## src/rtl/ifu_prefetch.sv

```systemverilog
// ----------------------------------------------------------------------------
// ifu_prefetch
// ----------------------------------------------------------------------------
// Instruction fetch unit with a small prefetch FIFO. It owns the program
// counter and issues sequential word fetches to a synchronous-read instruction
// memory, whose data returns one cycle after the request. Returned words are
// queued with their PC and handed to decode over a valid/ready handshake. A
// redirect loads a new PC, flushes the queue and kills the response that is
// still in flight.
//
// Issue is credit based: a request goes out only while the queued entries plus
// the outstanding response leave room. The FIFO therefore never overflows and
// no response is ever dropped for lack of space.
//
// Optional feature (compile-time macro IFU_MISALIGN_TRAP_EN):
//   defined   - adds output inst_fault. A redirect to a PC that is not 4-byte
//               aligned queues a single faulting entry {pc, 0, fault=1}, then
//               fetch halts until the next redirect or reset.
//   undefined - the two low bits of redirect_pc are cleared on load.
//
// Ports:
//   clock            in   rising-edge clock for all state
//   reset            in   synchronous active-high reset, highest priority
//   imem_req         out  fetch request this cycle
//   imem_addr        out  byte address of the fetch (the PC register)
//   imem_rdata       in   read data, valid the cycle after imem_req
//   redirect_valid   in   load redirect_pc and flush
//   redirect_pc      in   redirect target
//   inst_valid       out  FIFO head is valid
//   inst_ready       in   decode accepts the head
//   Instruction_Code out  head instruction word
//   inst_pc          out  PC of the head instruction
//   inst_fault       out  head entry is a misalignment fault (macro only)
//   fetch_pc         out  current PC register (debug)
// ----------------------------------------------------------------------------
module ifu_prefetch #(
    parameter int                ADDR_W     = 32,
    parameter int                INST_W     = 32,
    parameter logic [ADDR_W-1:0] RESET_PC   = {ADDR_W{1'b0}},
    parameter int                FIFO_DEPTH = 4
) (
    input  logic              clock,
    input  logic              reset,
    output logic              imem_req,
    output logic [ADDR_W-1:0] imem_addr,
    input  logic [INST_W-1:0] imem_rdata,
    input  logic              redirect_valid,
    input  logic [ADDR_W-1:0] redirect_pc,
    output logic              inst_valid,
    input  logic              inst_ready,
    output logic [INST_W-1:0] Instruction_Code,
    output logic [ADDR_W-1:0] inst_pc,
`ifdef IFU_MISALIGN_TRAP_EN
    output logic              inst_fault,
`endif
    output logic [ADDR_W-1:0] fetch_pc
);

    localparam int PTR_W = (FIFO_DEPTH > 1) ? $clog2(FIFO_DEPTH) : 1;
    localparam int CNT_W = PTR_W + 1;

    localparam logic [ADDR_W-1:0] PC_STEP    = ADDR_W'(3'd4);
    localparam logic [ADDR_W-1:0] ALIGN_MASK = ~(ADDR_W'(2'b11));
    localparam logic [PTR_W-1:0]  PTR_ONE    = PTR_W'(1'b1);
    localparam logic [CNT_W-1:0]  CNT_ONE    = CNT_W'(1'b1);
    localparam logic [CNT_W:0]    DEPTH_C    = (CNT_W + 1)'(FIFO_DEPTH);

    // PC and fetch tracking
    logic [ADDR_W-1:0] pc_r;
    logic [ADDR_W-1:0] issued_pc_r;
    logic              inflight_r;

    // Prefetch FIFO
    logic [ADDR_W-1:0] fifo_pc_r   [FIFO_DEPTH];
    logic [INST_W-1:0] fifo_inst_r [FIFO_DEPTH];
    logic [PTR_W-1:0]  wr_ptr_r;
    logic [PTR_W-1:0]  rd_ptr_r;
    logic [CNT_W-1:0]  count_r;

    // Combinational control
    logic              req_s;
    logic              fetch_en_s;
    logic [CNT_W:0]    used_s;
    logic              has_credit_s;
    logic              inst_valid_s;
    logic              pop_s;
    logic              push_s;
    logic [ADDR_W-1:0] push_pc_s;
    logic [INST_W-1:0] push_inst_s;
    logic [ADDR_W-1:0] redirect_load_s;

`ifdef IFU_MISALIGN_TRAP_EN
    typedef enum logic [1:0] {
        ST_FETCH = 2'b00,
        ST_FAULT = 2'b01,
        ST_HALT  = 2'b10
    } fsm_state_t;

    fsm_state_t state_r;
    fsm_state_t state_nxt_s;
    logic       misaligned_s;
    logic       push_fault_s;
    logic       fifo_fault_r [FIFO_DEPTH];

    // Fault FSM state register
    always_ff @(posedge clock) begin
        if (reset) begin
            state_r <= ST_FETCH;
        end else begin
            state_r <= state_nxt_s;
        end
    end

    // Fault FSM next state: any redirect restarts fetch or enters the fault
    // path; FAULT lasts exactly one cycle (the entry push), then HALT holds.
    always_comb begin
        state_nxt_s  = state_r;
        misaligned_s = (redirect_pc[1:0] != 2'b00);
        if (redirect_valid) begin
            state_nxt_s = misaligned_s ? ST_FAULT : ST_FETCH;
        end else begin
            case (state_r)
                ST_FETCH: state_nxt_s = ST_FETCH;
                ST_FAULT: state_nxt_s = ST_HALT;
                ST_HALT:  state_nxt_s = ST_HALT;
                default:  state_nxt_s = ST_FETCH;
            endcase
        end
    end

    assign fetch_en_s      = (state_r == ST_FETCH);
    assign redirect_load_s = redirect_pc;
`else
    assign fetch_en_s      = 1'b1;
    assign redirect_load_s = redirect_pc & ALIGN_MASK;
`endif

    // Credit check: queued entries plus the outstanding response must leave
    // room for the response of a new request.
    assign used_s       = {1'b0, count_r} + {{CNT_W{1'b0}}, inflight_r};
    assign has_credit_s = (used_s < DEPTH_C);

    // Issue decision; suppressed by reset, by a redirect and outside FETCH
    always_comb begin
        req_s = 1'b0;
        if (!reset && !redirect_valid && has_credit_s && fetch_en_s) begin
            req_s = 1'b1;
        end else begin
            req_s = 1'b0;
        end
    end

    // Head handshake; the head is hidden during reset and redirect cycles
    always_comb begin
        inst_valid_s = 1'b0;
        if (!reset && !redirect_valid && (count_r != {CNT_W{1'b0}})) begin
            inst_valid_s = 1'b1;
        end else begin
            inst_valid_s = 1'b0;
        end
    end

    assign pop_s = inst_valid_s & inst_ready;

    // Push source: normally the memory response to last cycle's request; a
    // response arriving during reset or redirect is killed here.
    always_comb begin
        push_s      = 1'b0;
        push_pc_s   = issued_pc_r;
        push_inst_s = imem_rdata;
`ifdef IFU_MISALIGN_TRAP_EN
        push_fault_s = 1'b0;
        if (reset || redirect_valid) begin
            push_s = 1'b0;
        end else if (state_r == ST_FAULT) begin
            // PC already holds the misaligned target; no request was issued
            push_s       = 1'b1;
            push_pc_s    = pc_r;
            push_inst_s  = {INST_W{1'b0}};
            push_fault_s = 1'b1;
        end else begin
            push_s = inflight_r;
        end
`else
        if (reset || redirect_valid) begin
            push_s = 1'b0;
        end else begin
            push_s = inflight_r;
        end
`endif
    end

    // PC, in-flight flag and the PC of the outstanding request
    always_ff @(posedge clock) begin
        if (reset) begin
            pc_r        <= RESET_PC;
            issued_pc_r <= RESET_PC;
            inflight_r  <= 1'b0;
        end else if (redirect_valid) begin
            pc_r       <= redirect_load_s;
            inflight_r <= 1'b0;
        end else begin
            inflight_r <= req_s;
            if (req_s) begin
                // Natural modulo-2^ADDR_W wrap
                pc_r        <= pc_r + PC_STEP;
                issued_pc_r <= pc_r;
            end
        end
    end

    // FIFO pointers and occupancy; reset and redirect both flush
    always_ff @(posedge clock) begin
        if (reset || redirect_valid) begin
            wr_ptr_r <= {PTR_W{1'b0}};
            rd_ptr_r <= {PTR_W{1'b0}};
            count_r  <= {CNT_W{1'b0}};
        end else begin
            if (push_s) begin
                wr_ptr_r <= wr_ptr_r + PTR_ONE;
            end
            if (pop_s) begin
                rd_ptr_r <= rd_ptr_r + PTR_ONE;
            end
            case ({push_s, pop_s})
                2'b10:   count_r <= count_r + CNT_ONE;
                2'b01:   count_r <= count_r - CNT_ONE;
                default: count_r <= count_r;
            endcase
        end
    end

    // FIFO storage; contents past the count are don't-care, so no reset
    always_ff @(posedge clock) begin
        if (push_s) begin
            fifo_pc_r[wr_ptr_r]   <= push_pc_s;
            fifo_inst_r[wr_ptr_r] <= push_inst_s;
`ifdef IFU_MISALIGN_TRAP_EN
            fifo_fault_r[wr_ptr_r] <= push_fault_s;
`endif
        end
    end

    assign imem_req         = req_s;
    assign imem_addr        = pc_r;
    assign fetch_pc         = pc_r;
    assign inst_valid       = inst_valid_s;
    assign Instruction_Code = fifo_inst_r[rd_ptr_r];
    assign inst_pc          = fifo_pc_r[rd_ptr_r];
`ifdef IFU_MISALIGN_TRAP_EN
    // Gated so a stale fault bit at an empty head never shows
    assign inst_fault = inst_valid_s & fifo_fault_r[rd_ptr_r];
`endif

endmodule

```

## config.mk

```make
export PLATFORM = sky130hd
export DESIGN_NAME = ifu_prefetch
export DESIGN_NICKNAME = d
export VERILOG_FILES = /design/src/rtl/ifu_prefetch.sv
export SDC_FILE = /design/constraint.sdc
export NUM_CORES = 1
export LEC_CHECK = 0
export BUFFER_PORTS_ARGS = -buffer_cell sky130_fd_sc_hd__buf_2
export CAP_MARGIN = 0
export CORE_MARGIN = 2
export CORE_UTILIZATION = 40
export DETAILED_ROUTE_END_ITERATION = 16
export PLACE_DENSITY = 0.63
export SYNTH_ARGS = -nofsm -noshare
export SYNTH_HDL_FRONTEND = slang
export SYNTH_SLANG_ARGS = --single-unit
```

## constraint.sdc

```tcl
create_clock -name clock -period 3.65 [get_ports clock]
set_clock_uncertainty 0.05 [all_clocks]
set_input_delay 0.5475 -clock clock [delete_from_list [all_inputs] [get_ports clock]]
set_output_delay 0.5475 -clock clock [all_outputs]
set_load 0.1 [all_outputs]
```

# Yosys cells after proc, flatten, opt, wreduce, memory -nomap -nowiden
# Memory sizes are Yosys's and may differ from the RTL's. A register that Yosys moved wholly into a read port is not among the register bits.
# Index checks and enable logic that the tools add are counted.
[word_totals]
reg_bits = 72
ram_bits = 256
inputBits = 68
output_inout_bits = 130
wordCells = 43
memories = 2
[mem_list]
columns = ["memory", "depth", "word_bits", "read_ports", "rd_ports_with_merged_regs", "write_ports", "line", "rtl"]
rows = [
  ["fifo_inst_r", 4, 32, 1, 1, 1, "75", "logic [INST_W-1:0] fifo_inst_r [FIFO_DEPTH];"],
  ["fifo_pc_r", 4, 32, 1, 1, 1, "74", "logic [ADDR_W-1:0] fifo_pc_r [FIFO_DEPTH];"],
]
[op_classes]
add_sub_neg = 6
magnitude_cmp = 1
n_eq_ne = 2
muxes = 12
n_bitwise = 2
n_reduce_logical = 11
[op_table]
columns = ["op", "count"]
rows = [
  ["$mux 32", 2],
  ["$add 32x3->32 const B", 1],
  ["$mux 2", 4],
  ["$pmux 3 s2", 1],
  ["$mux 1", 5],
  ["$add 2x1->2 const B", 2],
  ["$add 3x1->4", 1],
  ["$lt 4x3->1 const B", 1],
  ["$reduce_bool 2->1", 2],
  ["$add 3x1->3 const B", 1],
  ["$logic_and 1x1->1", 3],
  ["$reduce_bool 3->1", 1],
  ["$sub 3x1->3 const B", 1],
  ["$eq 2x1->1 const B", 1],
  ["$eq 2x2->1 const B", 1],
  ["$logic_not 1->1", 2],
  ["$reduce_and 2->1", 1],
  ["$reduce_or 2->1", 1],
  ["$and 1x1->1", 1],
  ["$logic_or 1x1->1", 1],
  ["$not 1->1", 1],
]

# Logic depth before layout (Yosys ltp)
# Gate-level depths: netlist of run 1.
[depth]
depth_word = 7
mapped_depth = 9

# Least setup slack after synthesis of run 1
# No wires, ideal clock.
[synth_timing]
kind = "input to output"
from = "in reset"
to = "out inst_valid"
t_arrival_ns = 2.429
required_ns = 3.053
setup_slack_ns = 0.623
stages = 4
n_path_buf = 2
cell_sequence = "buf_2 or2_1 clkbuf_1 nor2_1"
[synth_via]
elab_chain_len = 4
[synth_rtl]
columns = ["item", "line", "rtl"]
rows = [
  ["start, declared", "43", "input logic reset,"],
  ["$logic_not 1->1", "156", "if (!reset && !redirect_valid && (count_r != {CNT_W{1'b0}})) begin"],
  ["$logic_and 1x1->1 (2 in series)", "156", ""],
  ["$mux 1", "156", ""],
  ["end, declared", "49", "output logic inst_valid,"],
]
# Every way passes these cells.

==> results of run 1 <==
## area by class of cell
class / instances / area, sq um
Fill cell: 2670 / 15800
Sequential cell: 318 / 8856
Multi-Input combinational cell: 363 / 3142
Timing Repair Buffer: 207 / 1156
Clock buffer: 55 / 1054
Tap cell: 396 / 495.5
Inverter: 13 / 48.80
Clock inverter: 8 / 37.54
## cell families (layout without fill, tap and decap cells)
logic type,count (synthesis),after routing,synth area share (%)
DFF,318,318,71.14
and+or+nand+nor,174,174,6.861
AOI/OAI and AO/OA,92,92,4.366
buffers and inverters,88,283,3.913
muxes,71,71,12.01
xor gates and xnor gates,13,13,0.9154
adders and majority gates,7,7,0.7645
other,1,6,0.03015
## power by group through the flow
stage	Combinational [mW]	Sequential, mW	Clock (mW)
CTS	0.659	4.00	3.40
detailed placement	0.658	4.07	0
global route	0.682	4.00	3.54
finish	0.656	4.00	3.31
global placement	0.654	4.07	0
floorplan	0.402	4.20	0
## layout by cell type, fill, tap and decap left out, types with 4 or more instances in the layout
cell / synthesis / layout
and4_1: 5 / 5
mux2_2: 6 / 6
nor2_1: 19 / 19
xor2_1: 10 / 10
buf_12: 0 / 6
mux4_2: 62 / 62
o22ai_1: 5 / 5
nor3_1: 4 / 4
nand4_1: 10 / 10
conb_1: 1 / 6
clkbuf_16: 0 / 37
a31oi_1: 9 / 9
nand2_1: 92 / 92
inv_1: 12 / 11
o21ai_0: 9 / 9
clkbuf_1: 20 / 12
buf_2: 14 / 189
and2_1: 5 / 5
and3_4: 0 / 4
o311ai_0: 5 / 5
buf_4: 37 / 12
ha_1: 6 / 6
edfxtp_1: 248 / 248
clkinv_1: 1 / 5
a22oi_1: 4 / 4
a21oi_1: 50 / 50
clkbuf_8: 0 / 6
nand3_1: 12 / 12
dfxtp_1: 70 / 68
## layer usage
layer	up-vias	wire (um)	global-route usage, %
met5	-	11	0
met3	47	1621	3.254
met1	3517	11880	22.74
li1	3270	-	-
met4	2	413	4.161
met2	241	13290	27.40
## final timing paths
path	start	to	slack (ns)	cells after the start
worst min register to register	issued_pc_r[22]	issued_pc_r[22]	0.45	2
worst min-delay path	imem_rdata[11]	fifo_inst_r[1][11]	0.22	1
worst max-delay path	register	Instruction_Code[23]	0.65	3
worst max register to register	fetch_pc[3]	fetch_pc[24]	1.16	6
## critical path: stages (launching register included)
cell and delay [ns]:
dfxtp_4 0.61, buf_4 0.40, mux4_2 0.56, buf_2 0.31
## registers in the layout, indices dropped and copies added (netlist names), named ones only
signal       flops
rd_ptr_r         2
fifo_inst_r    128
wr_ptr_r         2
fifo_pc_r      120
inflight_r       1
count_r          3
fetch_pc        30
issued_pc_r     30
## through the flow
stage                     worst slack, ns  hold WS (ns)  cell area (sq um)
after CTS                          0.5579        0.1835              14790
after detailed placement           0.7110        0.4415              13700
final                              0.6532        0.2159              14790
after global routing               0.4929        0.2022              14790
after global placement             0.7163        0.4314              13700
after floorplan                    0.6230        0.4100              12460
==> metrics.yaml, run 1 <==
status: "complete, no violations"
cts_tree: "done"
diodes: 0
synth_area_sq_um: 12440
gp_congestion: 0.7771
cts_resized: 0
nNetsFinal: 1013
synth_area_leader_cell: "edfxtp_1"
pwr-share-seq_pct: 50.2
cts_hold_buffers: 0
drive_gt1_share_pct: 34.75
avgSynthCellArea_sq_um: 16.28
first_pass_iters: 6
worstSkewPairLatency_ns: 0.50
numCtsBuffers: 35
internal_power_mw: 6.017
period_share_pct: 82.10
fin_tns_setup_ns: 0
hold_viol: 0
via_per_inst: 5.204
route.detailed.drc: 0
yosysWarnings: 0
drt_first_iter_violations: 382
vias: 7077
netSwitchingFraction_pct: 24.45
grt_max_degree: 64
min_period_ns: 2.997
ys_seq_area_share_pct: 71.14
synth.most_common_cell: "edfxtp_1"
worst_pin_slew_ns: 0.7909
num_rows: 64
p_leak_nw: 5.286
grt_pass1_vias: 7123
synthCells: 764
die_area_sq_um: 32520
path_class: "reg -> out"
final_max_slew_viol_count: 0
antenna_found_initial: 1
cp.required_ns: 3.05
fmax_ghz: 0.3337
initial_utilization_pct: 40.66
final_cells: 1360
grtUsageTotal_pct: 16.61
core-area_sq_um: 30590
critPathLaunchType: "register"
synth_area_leaders: "edfxtp_1, dfxtp_1, mux4_2"
synthTopCellsByCount: "edfxtp_1, nand2_1, dfxtp_1"
place_inst: 1297
cp_max_fo: 18
clk_path_buf_depth: 3
fin_util_pct: 48.35
die_h_um: 180.3
htreeDepth: 2
power_density_nw_per_um2: 538.5
hold_class: "in -> reg"
clkSinkCount: 318
overflow: 0
total_power_mw: 7.964
yosys.cell_types.count: 51
numPortBuffers: 189
die_w_um: 180.3
p_switching_mw: 1.947
clkPwrFrac_pct: 41.6
slew_headroom_pct: 46.83
ir_worst_vdd_mv: 0.2626
worstPathArrival_ns: 2.40
clk_pin_slew_ns: 0.06
synth_top_cell_area_share_pct: 59.87
synth-async-reset-ratio_pct: 0
clockRootBuffer: "clkbuf_16"
end_kind: "primary output"
ys_ff_latch: 318
pwr-share-comb_pct: 8.2
ant_nets: 0
max_cap_violations: 0
synth_edf_count: 248
wl_um: 27210
setup_viol: 0
ios: 198
rsz0062_at_grt: "no"
place_hpwl_um: 16690
synth_ff_type: "edfxtp_1"
postCtsSetupBuffers: 0
grt_pass1_wl_um: 42170
post_drt_wl_per_cell_um: 20.01
area_delta_synth_final_pct: 18.90
(Power assumes the default switching activity.)
==> inputs of run 2 (changes only) <==
Settings changed: PLACE_DENSITY 0.63 to 0.65.
Clock period 3.65 ns to 2.5 ns, I/O delays scaled along.
==> metrics.yaml, run 2 (synthesized netlist as in run 1, its figures left out) <==
critPathLaunchType: "register"
worst_pin_slew_ns: 0.6865  # -0.1044 ns
numCtsBuffers: 35  # unchanged
overflow: 0  # unchanged
final_common_cell: "edfxtp_1"
drive_gt1_share_pct: 38.27  # +3.5 points
wl_um: 27030  # -0.65%
setup_viol: 0  # unchanged
ant_nets: 0  # unchanged
grt_pass1_wl_um: 41690  # -1.1%
end_kind: "primary output"
num_rows: 64  # unchanged
path_class: "reg -> out"
initial_utilization_pct: 40.66  # unchanged
slew_headroom_pct: 54.23  # +7.4 points
reg_top3: "fifo_inst_r x128, fifo_pc_r x120"
dpl-instance-area_sq_um: 14160  # +3.3%
clkSinkCount: 318  # unchanged
mostFrequentLayoutCells: "edfxtp_1, buf_2, nand2_1, mux4_2"
ir_worst_vdd_mv: 0.4333  # +65%
p_leak_nw: 5.549  # +5.0%
fin_util_pct: 50.44  # +2.1 points
ios: 198  # unchanged
gp_congestion: 0.7917  # +1.9%
place_ws_ns: 0.06846  # -0.6425 ns
vias: 7139  # +0.88%
final_max_slew_viol_count: 0  # unchanged
total_power_mw: 11.88  # +49%
clk_path_buf_depth: 3  # unchanged
period_share_pct: 97.69
clk_pin_slew_ns: 0.06  # about the same
grt_max_degree: 63  # -1.6%
cp.required_ns: 2.08  # -0.97 ns
min_period_ns: 2.442
grt_pass1_vias: 7057  # -0.93%
die_area_sq_um: 32520  # unchanged
rsz0062_at_grt: "yes"
power_density_nw_per_um2: 770.0  # +43%
place_hpwl_um: 17380  # +4.1%
core-area_sq_um: 30590  # unchanged
fin_hold_ws_ns: 0.04192  # -0.1740 ns
status: "complete, no violations"
die_w_um: 180.3  # unchanged
via_per_inst: 5.166  # -0.73%
first_pass_iters: 4  # -2
hold_class: "in -> reg"
final_area_sq_um: 15430  # +4.3%
setup_slack_ns: 0.05779  # -0.5954 ns
place_inst: 1316  # +1.5%
largest_register: "fifo_inst_r"
final_cells: 1382  # +1.6%
largest_reg_flops: 128  # unchanged
die_h_um: 180.3  # unchanged
max_cap_violations: 0  # unchanged
worstPathArrival_ns: 2.02  # -0.38 ns
cts_tree: "done"
drt_first_iter_violations: 473  # +24%
area_delta_synth_final_pct: 24.04
nNetsFinal: 1034  # +2.1%
worstSkewPairLatency_ns: 0.50  # about the same
htreeDepth: 2  # unchanged
cp_max_fo: 24  # +6
hold_viol: 0  # unchanged
numPortBuffers: 189  # unchanged
grtUsageTotal_pct: 16.44  # -0.17 points
fmax_ghz: 0.4095
clockRootBuffer: "clkbuf_16"
antenna_found_initial: 1  # unchanged
post_drt_wl_per_cell_um: 19.56  # -2.2%
route.detailed.drc: 0  # unchanged
fin_tns_setup_ns: 0  # unchanged
cts_hold_buffers: 0  # unchanged
## run 2: critical path, stage by stage (launching register included)
cell	delay [ns]
dfxtp_4	0.45
buf_16	0.24
mux4_2	0.51
buf_2	0.30
## run 2: cell type report
class                      instances  area [sq um]
fill                            2553         15160
clock inverter                    18         187.7
inverter                          13         48.80
tap                              396         495.5
sequential                       318          8879
antenna                            1         2.502
multi-input combinational        363          3144
clock buffer                      45         955.9
timing repair buffer             228          1715
## run 2: report_power, final
group          switching, mW  internal, mW  total, mW
sequential            0.0876          5.74       5.83
clock                   1.93          3.11       5.04
combinational          0.816         0.192       1.01
total                   2.83          9.05       11.9
## run 2: worst paths after layout
| check | depth (start not counted) | slack (ns) | to | from |
|---|---|---|---|---|
| hold reg to reg | 2 | 0.45 | issued_pc_r[27] | issued_pc_r[27] |
| hold / removal | 1 | 0.04 | fifo_inst_r[0][21] | imem_rdata[21] |
| setup reg to reg | 6 | 0.27 | fetch_pc[26] | fetch_pc[3] |
| setup / recovery | 3 | 0.06 | Instruction_Code[0] | register |
## run 2: what timing repair did
item                                    4_1_cts  5_1_grt
pin swaps                                     0        0
endpoints found under the setup margin       48       23
gates resized for setup                      19       29
setup buffers                                 2        0
## run 2: routing by layer
metal / track usage (%) / vias up / routed length [um] / share of wire [%]
li1: - / 3312 / - / -
met1: 22.71 / 3551 / 11990 / 44
met2: 26.53 / 236 / 12850 / 48
met3: 3.678 / 40 / 1724 / 6.4
met4: 4.194 / 0 / 466 / 1.7
met5: 0 / - / 0 / 0
